## src/rtl/ysyx_23060184_ifu_axi_fetch_pkg.sv

```systemverilog
// rtl/ysyx_23060184_ifu_axi_fetch_pkg.sv - shared widths, AXI encodings and IFU state type
package ysyx_23060184_ifu_axi_fetch_pkg;

    localparam int DATA_WIDTH  = 32;
    localparam int ID_WIDTH    = 4;
    localparam int ALEN        = 8;
    localparam int ASIZE       = 3;
    localparam int ABURST      = 2;
    localparam int ACERR_WIDTH = 2;

    localparam logic [DATA_WIDTH-1:0]  INST_NOP       = 32'h0000_0013;
    localparam logic [ABURST-1:0]      AXI_BURST_INCR = 2'b01;
    localparam logic [ASIZE-1:0]       AXI_SIZE_4B    = 3'b010;
    localparam logic [ACERR_WIDTH-1:0] AXI_RESP_OKAY  = 2'b00;

    typedef enum logic [2:0] {
        IFU_IDLE,
        IFU_REQ,
        IFU_AR,
        IFU_RD,
        IFU_DRAIN
    } ifu_state_e;

endpackage

```

## src/rtl/ysyx_23060184_sync_fifo.sv

```systemverilog
// rtl/ysyx_23060184_sync_fifo.sv - synchronous FIFO with clear and occupancy count
module ysyx_23060184_sync_fifo #(
    parameter int WIDTH = 8,
    parameter int DEPTH = 4
) (
    input  logic                     clk,
    input  logic                     resetn,
    input  logic                     clear,
    input  logic                     push,
    input  logic [WIDTH-1:0]         push_data,
    input  logic                     pop,
    output logic [WIDTH-1:0]         pop_data,
    output logic [$clog2(DEPTH):0]   count
);

    localparam int PTR_W = $clog2(DEPTH);
    localparam int CNT_W = PTR_W + 1;

    logic [WIDTH-1:0] mem_q [DEPTH];
    logic [PTR_W-1:0] wr_ptr_q, wr_ptr_d;
    logic [PTR_W-1:0] rd_ptr_q, rd_ptr_d;
    logic [CNT_W-1:0] count_q, count_d;
    logic             do_push;
    logic             do_pop;

    // A push into a full FIFO is accepted when a pop frees the head slot in the same cycle.
    always_comb begin
        do_pop   = pop & (count_q != '0);
        do_push  = push & ((count_q != CNT_W'(DEPTH)) | do_pop);
        wr_ptr_d = wr_ptr_q;
        rd_ptr_d = rd_ptr_q;
        count_d  = count_q;
        if (clear) begin
            wr_ptr_d = '0;
            rd_ptr_d = '0;
            count_d  = '0;
        end else begin
            if (do_push) wr_ptr_d = wr_ptr_q + 1'b1;
            if (do_pop)  rd_ptr_d = rd_ptr_q + 1'b1;
            count_d = count_q + CNT_W'(do_push) - CNT_W'(do_pop);
        end
    end

    always_ff @(posedge clk) begin
        if (!resetn) begin
            wr_ptr_q <= '0;
            rd_ptr_q <= '0;
            count_q  <= '0;
        end else begin
            wr_ptr_q <= wr_ptr_d;
            rd_ptr_q <= rd_ptr_d;
            count_q  <= count_d;
        end
    end

    always_ff @(posedge clk) begin
        if (do_push && !clear) mem_q[wr_ptr_q] <= push_data;
    end

    assign pop_data = mem_q[rd_ptr_q];
    assign count    = count_q;

endmodule

```

## src/rtl/ysyx_23060184_ifu_axi_fetch.sv

```systemverilog
// rtl/ysyx_23060184_ifu_axi_fetch.sv - AXI4 burst instruction fetcher; IFU_RRESP_CHECK_EN enables rresp fault tagging
module ysyx_23060184_ifu_axi_fetch
    import ysyx_23060184_ifu_axi_fetch_pkg::*;
#(
    parameter int ADDR_W    = 32,
    parameter int DATA_W    = DATA_WIDTH,
    parameter int ID_W      = ID_WIDTH,
    parameter int FETCH_ID  = 0,
    parameter int BURST_LEN = 2,
    parameter int BUF_DEPTH = 4
) (
    input  logic              clk,
    input  logic              resetn,
    input  logic              req_valid,
    output logic              req_ready,
    input  logic [ADDR_W-1:0] req_pc,
    input  logic              flush,
    input  logic              stall,
    input  logic              grant,
    output logic              busreq,
    output logic [ADDR_W-1:0] araddr,
    output logic              arvalid,
    input  logic              arready,
    output logic [ID_W-1:0]   arid,
    output logic [7:0]        arlen,
    output logic [2:0]        arsize,
    output logic [1:0]        arburst,
    input  logic [DATA_W-1:0] rdata,
    input  logic [1:0]        rresp,
    input  logic              rvalid,
    input  logic              rlast,
    output logic              rready,
    output logic              inst_valid,
    input  logic              inst_ready,
    output logic [31:0]       inst,
    output logic [ADDR_W-1:0] inst_pc,
    output logic              inst_err,
    output logic              idle
);

    localparam int CNT_W = $clog2(BUF_DEPTH) + 1;
    localparam int ENT_W = ADDR_W + DATA_W + 1;
    localparam logic [CNT_W-1:0] DEPTH_C = CNT_W'(BUF_DEPTH);
    localparam logic [CNT_W-1:0] BURST_C = CNT_W'(BURST_LEN);

    ifu_state_e        state_q, state_d;
    logic              busreq_q, busreq_d;
    logic              arvalid_q, arvalid_d;
    logic              rready_q, rready_d;
    logic [ADDR_W-1:0] araddr_q, araddr_d;
    logic [ADDR_W-1:0] beat_pc_q, beat_pc_d;
    logic [CNT_W-1:0]  beat_cnt_q, beat_cnt_d;

    logic [CNT_W-1:0]  count;
    logic [CNT_W-1:0]  free;
    logic              beat;
    logic              fifo_push;
    logic [DATA_W-1:0] beat_data;
    logic              beat_err;
    logic [ENT_W-1:0]  head;

    // Credits are checked only when a request is taken; the buffer can only drain until its beats land.
    assign free      = DEPTH_C - count;
    assign req_ready = (state_q == IFU_IDLE) & ~flush & (free >= BURST_C);
    assign rready    = rready_q & grant;
    assign beat      = rvalid & rready;
    assign fifo_push = beat & (state_q == IFU_RD) & ~flush;

`ifdef IFU_RRESP_CHECK_EN
    assign beat_err  = (rresp != AXI_RESP_OKAY);
    assign beat_data = beat_err ? INST_NOP : rdata;
`else
    logic unused_rresp;
    assign unused_rresp = ^rresp;
    assign beat_err     = 1'b0;
    assign beat_data    = rdata;
`endif

    always_comb begin
        state_d    = state_q;
        busreq_d   = busreq_q;
        arvalid_d  = arvalid_q;
        rready_d   = rready_q;
        araddr_d   = araddr_q;
        beat_pc_d  = beat_pc_q;
        beat_cnt_d = beat_cnt_q;
        unique case (state_q)
            IFU_IDLE: begin
                if (req_valid && req_ready) begin
                    araddr_d = req_pc;
                    busreq_d = 1'b1;
                    state_d  = IFU_REQ;
                end
            end
            IFU_REQ: begin
                if (flush) begin
                    busreq_d = 1'b0;
                    state_d  = IFU_IDLE;
                end else if (grant && !stall) begin
                    arvalid_d = 1'b1;
                    state_d   = IFU_AR;
                end
            end
            IFU_AR: begin
                if (arready) begin
                    arvalid_d  = 1'b0;
                    rready_d   = 1'b1;
                    beat_pc_d  = araddr_q;
                    beat_cnt_d = '0;
                    state_d    = flush ? IFU_DRAIN : IFU_RD;
                end else if (flush) begin
                    state_d = IFU_DRAIN;
                end
            end
            IFU_RD: begin
                if (beat) begin
                    beat_pc_d  = beat_pc_q + ADDR_W'(4);
                    beat_cnt_d = beat_cnt_q + 1'b1;
                    if (rlast || (beat_cnt_d == BURST_C)) begin
                        rready_d = 1'b0;
                        busreq_d = 1'b0;
                        state_d  = IFU_IDLE;
                    end else if (flush) begin
                        state_d = IFU_DRAIN;
                    end
                end else if (flush) begin
                    state_d = IFU_DRAIN;
                end
            end
            IFU_DRAIN: begin
                // A flush taken in AR still owes the address handshake before beats can be discarded.
                if (arvalid_q) begin
                    if (arready) begin
                        arvalid_d = 1'b0;
                        rready_d  = 1'b1;
                    end
                end else if (beat && rlast) begin
                    rready_d = 1'b0;
                    busreq_d = 1'b0;
                    state_d  = IFU_IDLE;
                end
            end
            default: state_d = IFU_IDLE;
        endcase
    end

    always_ff @(posedge clk) begin
        if (!resetn) begin
            state_q    <= IFU_IDLE;
            busreq_q   <= 1'b0;
            arvalid_q  <= 1'b0;
            rready_q   <= 1'b0;
            araddr_q   <= '0;
            beat_pc_q  <= '0;
            beat_cnt_q <= '0;
        end else begin
            state_q    <= state_d;
            busreq_q   <= busreq_d;
            arvalid_q  <= arvalid_d;
            rready_q   <= rready_d;
            araddr_q   <= araddr_d;
            beat_pc_q  <= beat_pc_d;
            beat_cnt_q <= beat_cnt_d;
        end
    end

    ysyx_23060184_sync_fifo #(
        .WIDTH (ENT_W),
        .DEPTH (BUF_DEPTH)
    ) u_inst_buf (
        .clk       (clk),
        .resetn    (resetn),
        .clear     (flush),
        .push      (fifo_push),
        .push_data ({beat_pc_q, beat_data, beat_err}),
        .pop       (inst_valid & inst_ready),
        .pop_data  (head),
        .count     (count)
    );

    assign inst_valid = (count != '0);
    assign inst       = inst_valid ? head[DATA_W:1] : INST_NOP;
    assign inst_pc    = inst_valid ? head[ENT_W-1 -: ADDR_W] : '0;
    assign inst_err   = inst_valid & head[0];

    assign busreq  = busreq_q;
    assign arvalid = arvalid_q;
    assign araddr  = araddr_q;
    assign arid    = ID_W'(FETCH_ID);
    assign arlen   = ALEN'(BURST_LEN - 1);
    assign arsize  = AXI_SIZE_4B;
    assign arburst = AXI_BURST_INCR;
    assign idle    = (state_q == IFU_IDLE) & ~busreq_q;

endmodule

```

## config.mk

```make
export PLATFORM = sky130hd
export DESIGN_NAME = ysyx_23060184_ifu_axi_fetch
export DESIGN_NICKNAME = d
export VERILOG_FILES = /design/src/rtl/ysyx_23060184_ifu_axi_fetch_pkg.sv /design/src/rtl/ysyx_23060184_sync_fifo.sv /design/src/rtl/ysyx_23060184_ifu_axi_fetch.sv
export SDC_FILE = /design/constraint.sdc
export NUM_CORES = 1
export LEC_CHECK = 0
export CORE_MARGIN = 2
export CORE_UTILIZATION = 35
export DETAILED_ROUTE_END_ITERATION = 8
export GPL_ROUTABILITY_DRIVEN = 0
export GPL_TIMING_DRIVEN = 0
export PLACE_DENSITY_LB_ADDON = 0.12
export SETUP_SLACK_MARGIN = 0.2
export SLEW_MARGIN = 20
export SYNTH_ARGS = -nofsm -noshare
export SYNTH_HDL_FRONTEND = slang
export SYNTH_SLANG_ARGS = --single-unit
export TNS_END_PERCENT = 1
```

## constraint.sdc

```tcl
create_clock -name clk -period 3.8 [get_ports clk]
set_input_delay 0.57 -clock clk [delete_from_list [all_inputs] [get_ports clk]]
set_output_delay 0.57 -clock clk [all_outputs]
set_load 0.05 [all_outputs]
```

* Yosys cells after proc, flatten, opt, wreduce, memory -nomap -nowiden
Memory sizes are Yosys's and may differ from the RTL's. A register that Yosys moved wholly into a read port is not among the register bits.
Index checks and enable logic that the tools add are counted.
** Word-level totals
- Word-level logic and storage cells :: 110
- RAM bits :: 256
- Bits in read-only memories :: 0
- Input port bits :: 76
- Memories :: 1
- Bits in latches :: 0
- Bits in registers :: 80
** Cells by class
- $lt $le $gt $ge :: 1
- Reduce and logical (&&, ||, !) cells :: 20
- Bitwise logic cells :: 15
- Multiplexer cells :: 39
- Div/mod/pow operators :: 0
- Add/sub/neg operators :: 7
- Equality and inequality tests :: 17
- $mul :: 0
- Shift operators :: 0
** Memories
- u_inst_buf.mem_q :: depth 4, width 64, read ports 1, clocked after Yosys merged registers in 1, wr ports 1, line ysyx_23060184_sync_fifo.sv:19 : logic [WIDTH-1:0] mem_q [DEPTH];
** Operator list (count)
- 32-bit two-way mux :: 4
- 32-bit one-hot mux with 2 select lines :: 1
- 3-bit two-way mux :: 12
- 32-bit by 3-bit adder with 32-bit output, second input constant :: 1
- 1-bit two-way mux :: 15
- 3-bit one-hot mux with 5 select lines :: 1
- 2-bit != test, second input constant :: 7
- 4-bit AND reduction :: 3
- 1-bit AND :: 10
- 3-bit by 2-bit == test with 1-bit output, second input constant :: 3
- 3-bit != test, second input constant :: 3
- 3-bit nonzero test :: 3
- 7-bit AND reduction :: 1
- 1-bit one-hot mux with 3 select lines :: 2
- 3-bit one-hot mux with 2 select lines :: 1
- 2-bit by 1-bit adder with 2-bit output, second input constant :: 2
- 1-bit logical AND :: 4
- 2-bit two-way mux :: 2
- 2-bit by 1-bit != test with 1-bit output, second input constant :: 2
- 1-bit one-hot mux with 4 select lines :: 1
- 4-bit nonzero test :: 1
- 3-bit by 1-bit adder with 3-bit output :: 1
- 3-bit by 1-bit adder with 3-bit output, second input constant :: 1
- 3-bit by 1-bit == test with 1-bit output, second input constant :: 1
- other kinds (14) :: 17

* Logic depth before layout (Yosys ltp)
- Depth in word-level cells :: 8
- Gate-level depth with buffers :: 11

* Modules after synthesis
From an unflattened synthesis, not the netlist that was laid out.
** Second synthesis, totals
- Cells, all modules :: 984
- Area total of the unflattened synthesis :: 14316.2 um^2
** By module, submodules not included
- ysyx_23060184_sync_fifo :: seq. area each 7987.7 um^2, cells an instance 388, times used 1, area an instance 9894.5 um^2
- ysyx_23060184_ifu_axi_fetch :: seq. area each 1461.4 um^2, cells an instance 596, times used 1, area an instance 4421.7 um^2

* Least setup slack after synthesis
OpenSTA, ideal clock, no wires.
- Kind :: register to register
- Start point :: register u_inst_buf.count_q[1] (netlist: u_inst_buf.count[1])
- End point :: memory u_inst_buf.mem_q[1][0] (netlist name), enable pin
- Path buffers :: 0
- Data required time :: 3371 ps
- Library setup time :: 429 ps
- Slack :: 121 ps
- Arrival :: 3250 ps
- Cell stages (with the launch flop) :: 8
- Clock period less this slack :: 3679 ps
- Cells stage by stage :: dfxtp_1 > inv_1 > ha_1 > ha_1 > nor2b_1 > inv_2 > a2111oi_4 > and2_1
** Between the ends
- Longest elaborated chain between the ends :: 8
- Elaborated cells between the ends (all ways) :: 9
- Classes of those cells :: eq/ne: 1; mux: 2; bitwise: 4; reduce/logical: 2
** Ends and longest elaborated chain
- from (decl) :: line ysyx_23060184_sync_fifo.sv:22 : logic [CNT_W-1:0] count_q, count_d;
- from (signal assigned) :: line ysyx_23060184_sync_fifo.sv:52 : count_q <= count_d;
- 3-bit nonzero test (*) :: line ysyx_23060184_sync_fifo.sv:28, ysyx_23060184_ifu_axi_fetch.sv:181
- 1-bit AND :: line ysyx_23060184_ifu_axi_fetch.sv:176 : .pop (inst_valid & inst_ready),
- 1-bit AND (*) :: line ysyx_23060184_sync_fifo.sv:28 : do_pop = pop & (count_q != '0);
- via u_inst_buf.do_pop :: line ysyx_23060184_sync_fifo.sv:24 : logic do_pop;
- 1-bit bitwise OR (*) :: line ysyx_23060184_sync_fifo.sv:29 : do_push = push & ((count_q != CNT_W'(DEPTH)) | do_pop);
- 1-bit AND (*) :: line ysyx_23060184_sync_fifo.sv:29
- 1-bit logical AND (*) :: line ysyx_23060184_sync_fifo.sv:57 : if (do_push && !clear) mem_q[wr_ptr_q] <= push_data;
- 1-bit two-way mux (*) :: line ysyx_23060184_sync_fifo.sv:57
- 1-bit two-way mux (not written as such) (*) :: line ysyx_23060184_sync_fifo.sv:57
- to (decl) :: line ysyx_23060184_sync_fifo.sv:19
Mark *: on every way through the listed nets, which the timed path passes. The rest lies on a longest branch.

* Final worst setup path
- Start point :: register u_inst_buf.count_q[1] (netlist: u_inst_buf.count[1])
- End point :: output inst[2]
** Between the ends
- Longest elaborated chain between the ends :: 2
** Ends and longest elaborated chain
- 3-bit nonzero test :: line ysyx_23060184_ifu_axi_fetch.sv:181 : assign inst_valid = (count != '0);
- 32-bit two-way mux :: line ysyx_23060184_ifu_axi_fetch.sv:182 : assign inst = inst_valid ? head[DATA_W:1] : INST_NOP;
- to (decl) :: line ysyx_23060184_ifu_axi_fetch.sv:35 : output logic [31:0] inst,
Every way passes these cells.

==> summary.md <==
| Metric | Value |
|---|---|
| Post-synth EDFFs | `256` |
| Clock root buffer | `clkbuf_16` |
| Lkg Pwr | `6.012 nW` |
| Skew final | `0.02165 ns` |
| First-pass GRT wire length | `53990 um` |
| Clock latency on the worst-skew pair | `0.53 ns` |
| Slew @ Worst Pin | `0.7250 ns` |
| Core area | `39640 sq um` |
| Startpoint Class | `register` |
| Max Slew Vio Count | `0` |
| Hold Path End | `araddr[21]` |
| Die X | `204.2 um` |
| Buf/Inv on CP | `4` |
| Area share of the largest cell type after synthesis | `0.5478` |
| Netlist Area Pre-Place | `14030 sq um` |
| Synth Instances | `979` |
| CTS tree | `yes` |
| Fin crit period | `3.414 ns` |
| Ys async rst share | `0` |
| Final WL | `35190 um` |
| Delay-heaviest family, CP | `buffers and inverters` |
| Max Clk Rate | `292.9 MHz` |
| WS Path Type | `register to output port` |
| Final #Nets | `1304` |
| R2R depth | `8` |
| Reg2Reg Setup Slack | `0.46 ns` |
| Critical Path Max Stage Delay | `0.52 ns` |
| Die height | `204.2 um` |
| Avg Cell Area, Syn | `14.33 sq um` |
| # setup viols final | `0` |
| Fin crit share | `0.8985` |
| GR Overflow Total | `0` |
| Iter 0 DRT Violations | `425` |
| Antenna violations before repair | `0` |
| Hold Worst Slack | `0.4905 ns` |
| HPWL after DPL | `23410 um` |
| Io pins | `196` |
| DP Area | `16600 sq um` |
| Ordered cell list for the critical path | `inv_1 > ha_1 > ha_1 > inv_1 > clkbuf_2 > and2_1 > dlygate4sd2_1` |
| Post-CTS Repair Setup Buffers | `0` |
| PD cells | `444.8 nW/um^2` |
| Final hold violation count | `0` |
| Worst-path clk slew | `0.06 ns` |
| Full die area | `41710 sq um` |
| RSZ-0062 raised after global routing | `yes` |
| Max_slew headroom | `0.5130` |
| CTS max path bufs | `3` |
| DRT Pass-1 Iters | `5` |
| FF-to-FF End | `u_inst_buf.mem_q[0][3]` |
| Critical Path RT | `3.23 ns` |
| Clk sinks | `338` |
| Most used DFF post-synth | `edfxtp_1` |
| Antenna Cells | `0` |
| Vias per inst | `5.001` |
| CP arrival | `2.84 ns` |
| Hold Path Depth | `2` |
| CTS buffer count | `39` |
| Vias | `8841` |
| Std-Cell Rows | `73` |
| DR DRC count | `0` |
| CTS H-tree lvls | `2` |
| Slowest-stage cell, CP | `dlygate4sd2_1` |
| Area delta synth->final | `26.61%` |
| CP Capture Type | `output port` |
| Setup TNS | `0 ns` |
| GRT Overall Usage | `0.1701` |
| Largest net degree at the start of global routing | `43` |
| Post-synth top cells | `edfxtp_1, nand2_1, dfxtp_1, and2_1, mux4_2` |
| HP Class | `register to register` |
| MaxCap Viol Count | `0` |
| Syn. warnings | `0` |
| Seq cells post-synth | `338` |
| Final antenna-violating net count | `0` |
| Port Buffer Count | `174` |
| Synth area leader | `edfxtp_1` |
| Most frequent cell after synthesis | `edfxtp_1` |
| Hold_sp | `araddr[21]` |
| Post-synth cell types | `67` |
| Share of post-route cells with drive strength above 1 | `0.1392` |
| Starting Density | `0.3540` |
| Reg2reg start | `u_inst_buf.count[1]` |
| Status | `completed` |
| Number of global-route vias before repair | `9095` |
| Post-route cell area | `17770 sq um` |
| VDD IR max | `0.2782 mV` |
| WL per Instance | `19.90 um` |
| Critical path peak fanout | `10` |
| Sequential share of the synthesized area | `0.6648` |
| Synth area leaders | `edfxtp_1, dfxtp_1, mux4_2, and2_1, nand2_1` |
tightest hold or removal path, stage by stage (launching register included):
cell and delay, ns:
dfxtp_1 0.32, nand2_1 0.06, a21oi_1 0.06
flip-flops by register name, indices dropped and copies added, names as in the netlist, named ones only:
signal	cells
beat_pc_q	32
state_q	3
u_inst_buf.mem_q	256
busreq	1
arvalid	1
u_inst_buf.rd_ptr_q	2
beat_cnt_q	3
u_inst_buf.count	3
araddr	32
rready_q	1
u_inst_buf.wr_ptr_q	2
cells in the final DEF, fill, tap and decap left out, types with 9 or more instances in the layout:
cell type and instances:
a22oi_1 10, clkbuf_1 57, a31oi_1 10, o21ai_1 16, and2_1 68, nand4_1 11, nor4_1 9, dfxtp_1 82
conb_1 18, ha_1 13, edfxtp_1 256, mux4_2 64, clkdlybuf4s15_2 9, o21ai_0 9, nand2_1 107, buf_4 19
clkdlybuf4s50_1 113, inv_1 15, nor3_1 14, dlygate4sd2_1 48, nor2_1 41, clkbuf_16 41, a21oi_1 54, nand3_1 19
worst max path at each step:
stage / startpoint / endpoint / depth (start not counted)
6_report: u_inst_buf.count[1] / inst[2] / 7
5_1_grt: u_inst_buf.count[1] / inst[5] / 7
4_1_cts: u_inst_buf.count[1] / inst_pc[11] / 7
3_5_place_dp: register / inst_pc[21] / 5
3_3_place_gp: grant / u_inst_buf.mem_q[0][6] / 4
2_1_floorplan: u_inst_buf.count[1] / u_inst_buf.mem_q[3][0] / 7
per-layer routing:
layer,global-route usage,vias up,routed length (um)
li1,-,4152,-
met1,0.2328,4362,16120
met2,0.2717,277,16190
met3,0.03842,50,2154
met4,0.04917,0,721
met5,0,-,0
cells by family after synthesis:
| group | count (synthesis) | share of synthesized area |
|---|---|---|
| AND/OR/NAND/NOR | 312 | 0.1141 |
| flip-flops | 338 | 0.6648 |
| XOR/XNOR | 7 | 0.004369 |
| buffers and inverters | 93 | 0.03049 |
| adder cells (fa/ha/maj) | 14 | 0.01302 |
| other | 2 | 0.0005352 |
| multiplexers | 72 | 0.1084 |
| AO/OA/AOI/OAI | 141 | 0.06420 |
power breakdown:
| group | switching, mW | internal [mW] |
|---|---|---|
| clock network | 1.44 | 2.13 |
| registers | 0.0249 | 3.96 |
| logic | 0.210 | 0.138 |
| total | 1.67 | 6.23 |
area by class of cell:
| class | instances | area (sq um) |
|---|---|---|
| multi-input cells | 564 | 4345 |
| clock inverters | 13 | 108.9 |
| fillers | 3619 | 21870 |
| inverters | 17 | 63.81 |
| flip-flops and latches | 338 | 9329 |
| repair buffers | 178 | 1790 |
| plain buffers | 76 | 375.4 |
| well taps | 525 | 656.9 |
| clock buffers | 57 | 1096 |
stage by stage:
stage	utilization	total power, mW	worst slack [ns]	instances
after floorplan	-	4.246	0.1215	995
after global placement	0.4160	4.411	-1.793	1694
after detailed placement	0.4189	4.410	0.2329	1698
after CTS	0.4482	8.011	0.2017	1768
after global routing	0.4482	8.183	0.1034	1768
final	0.4482	7.902	0.3858	1768
what timing repair did:
action,CTS,global route
hold buffers,0,0
resized for setup,88,4
setup endpoints to repair,65,83
endpoints found under the hold margin,0,0
Power figures use the tool's default switching activity.
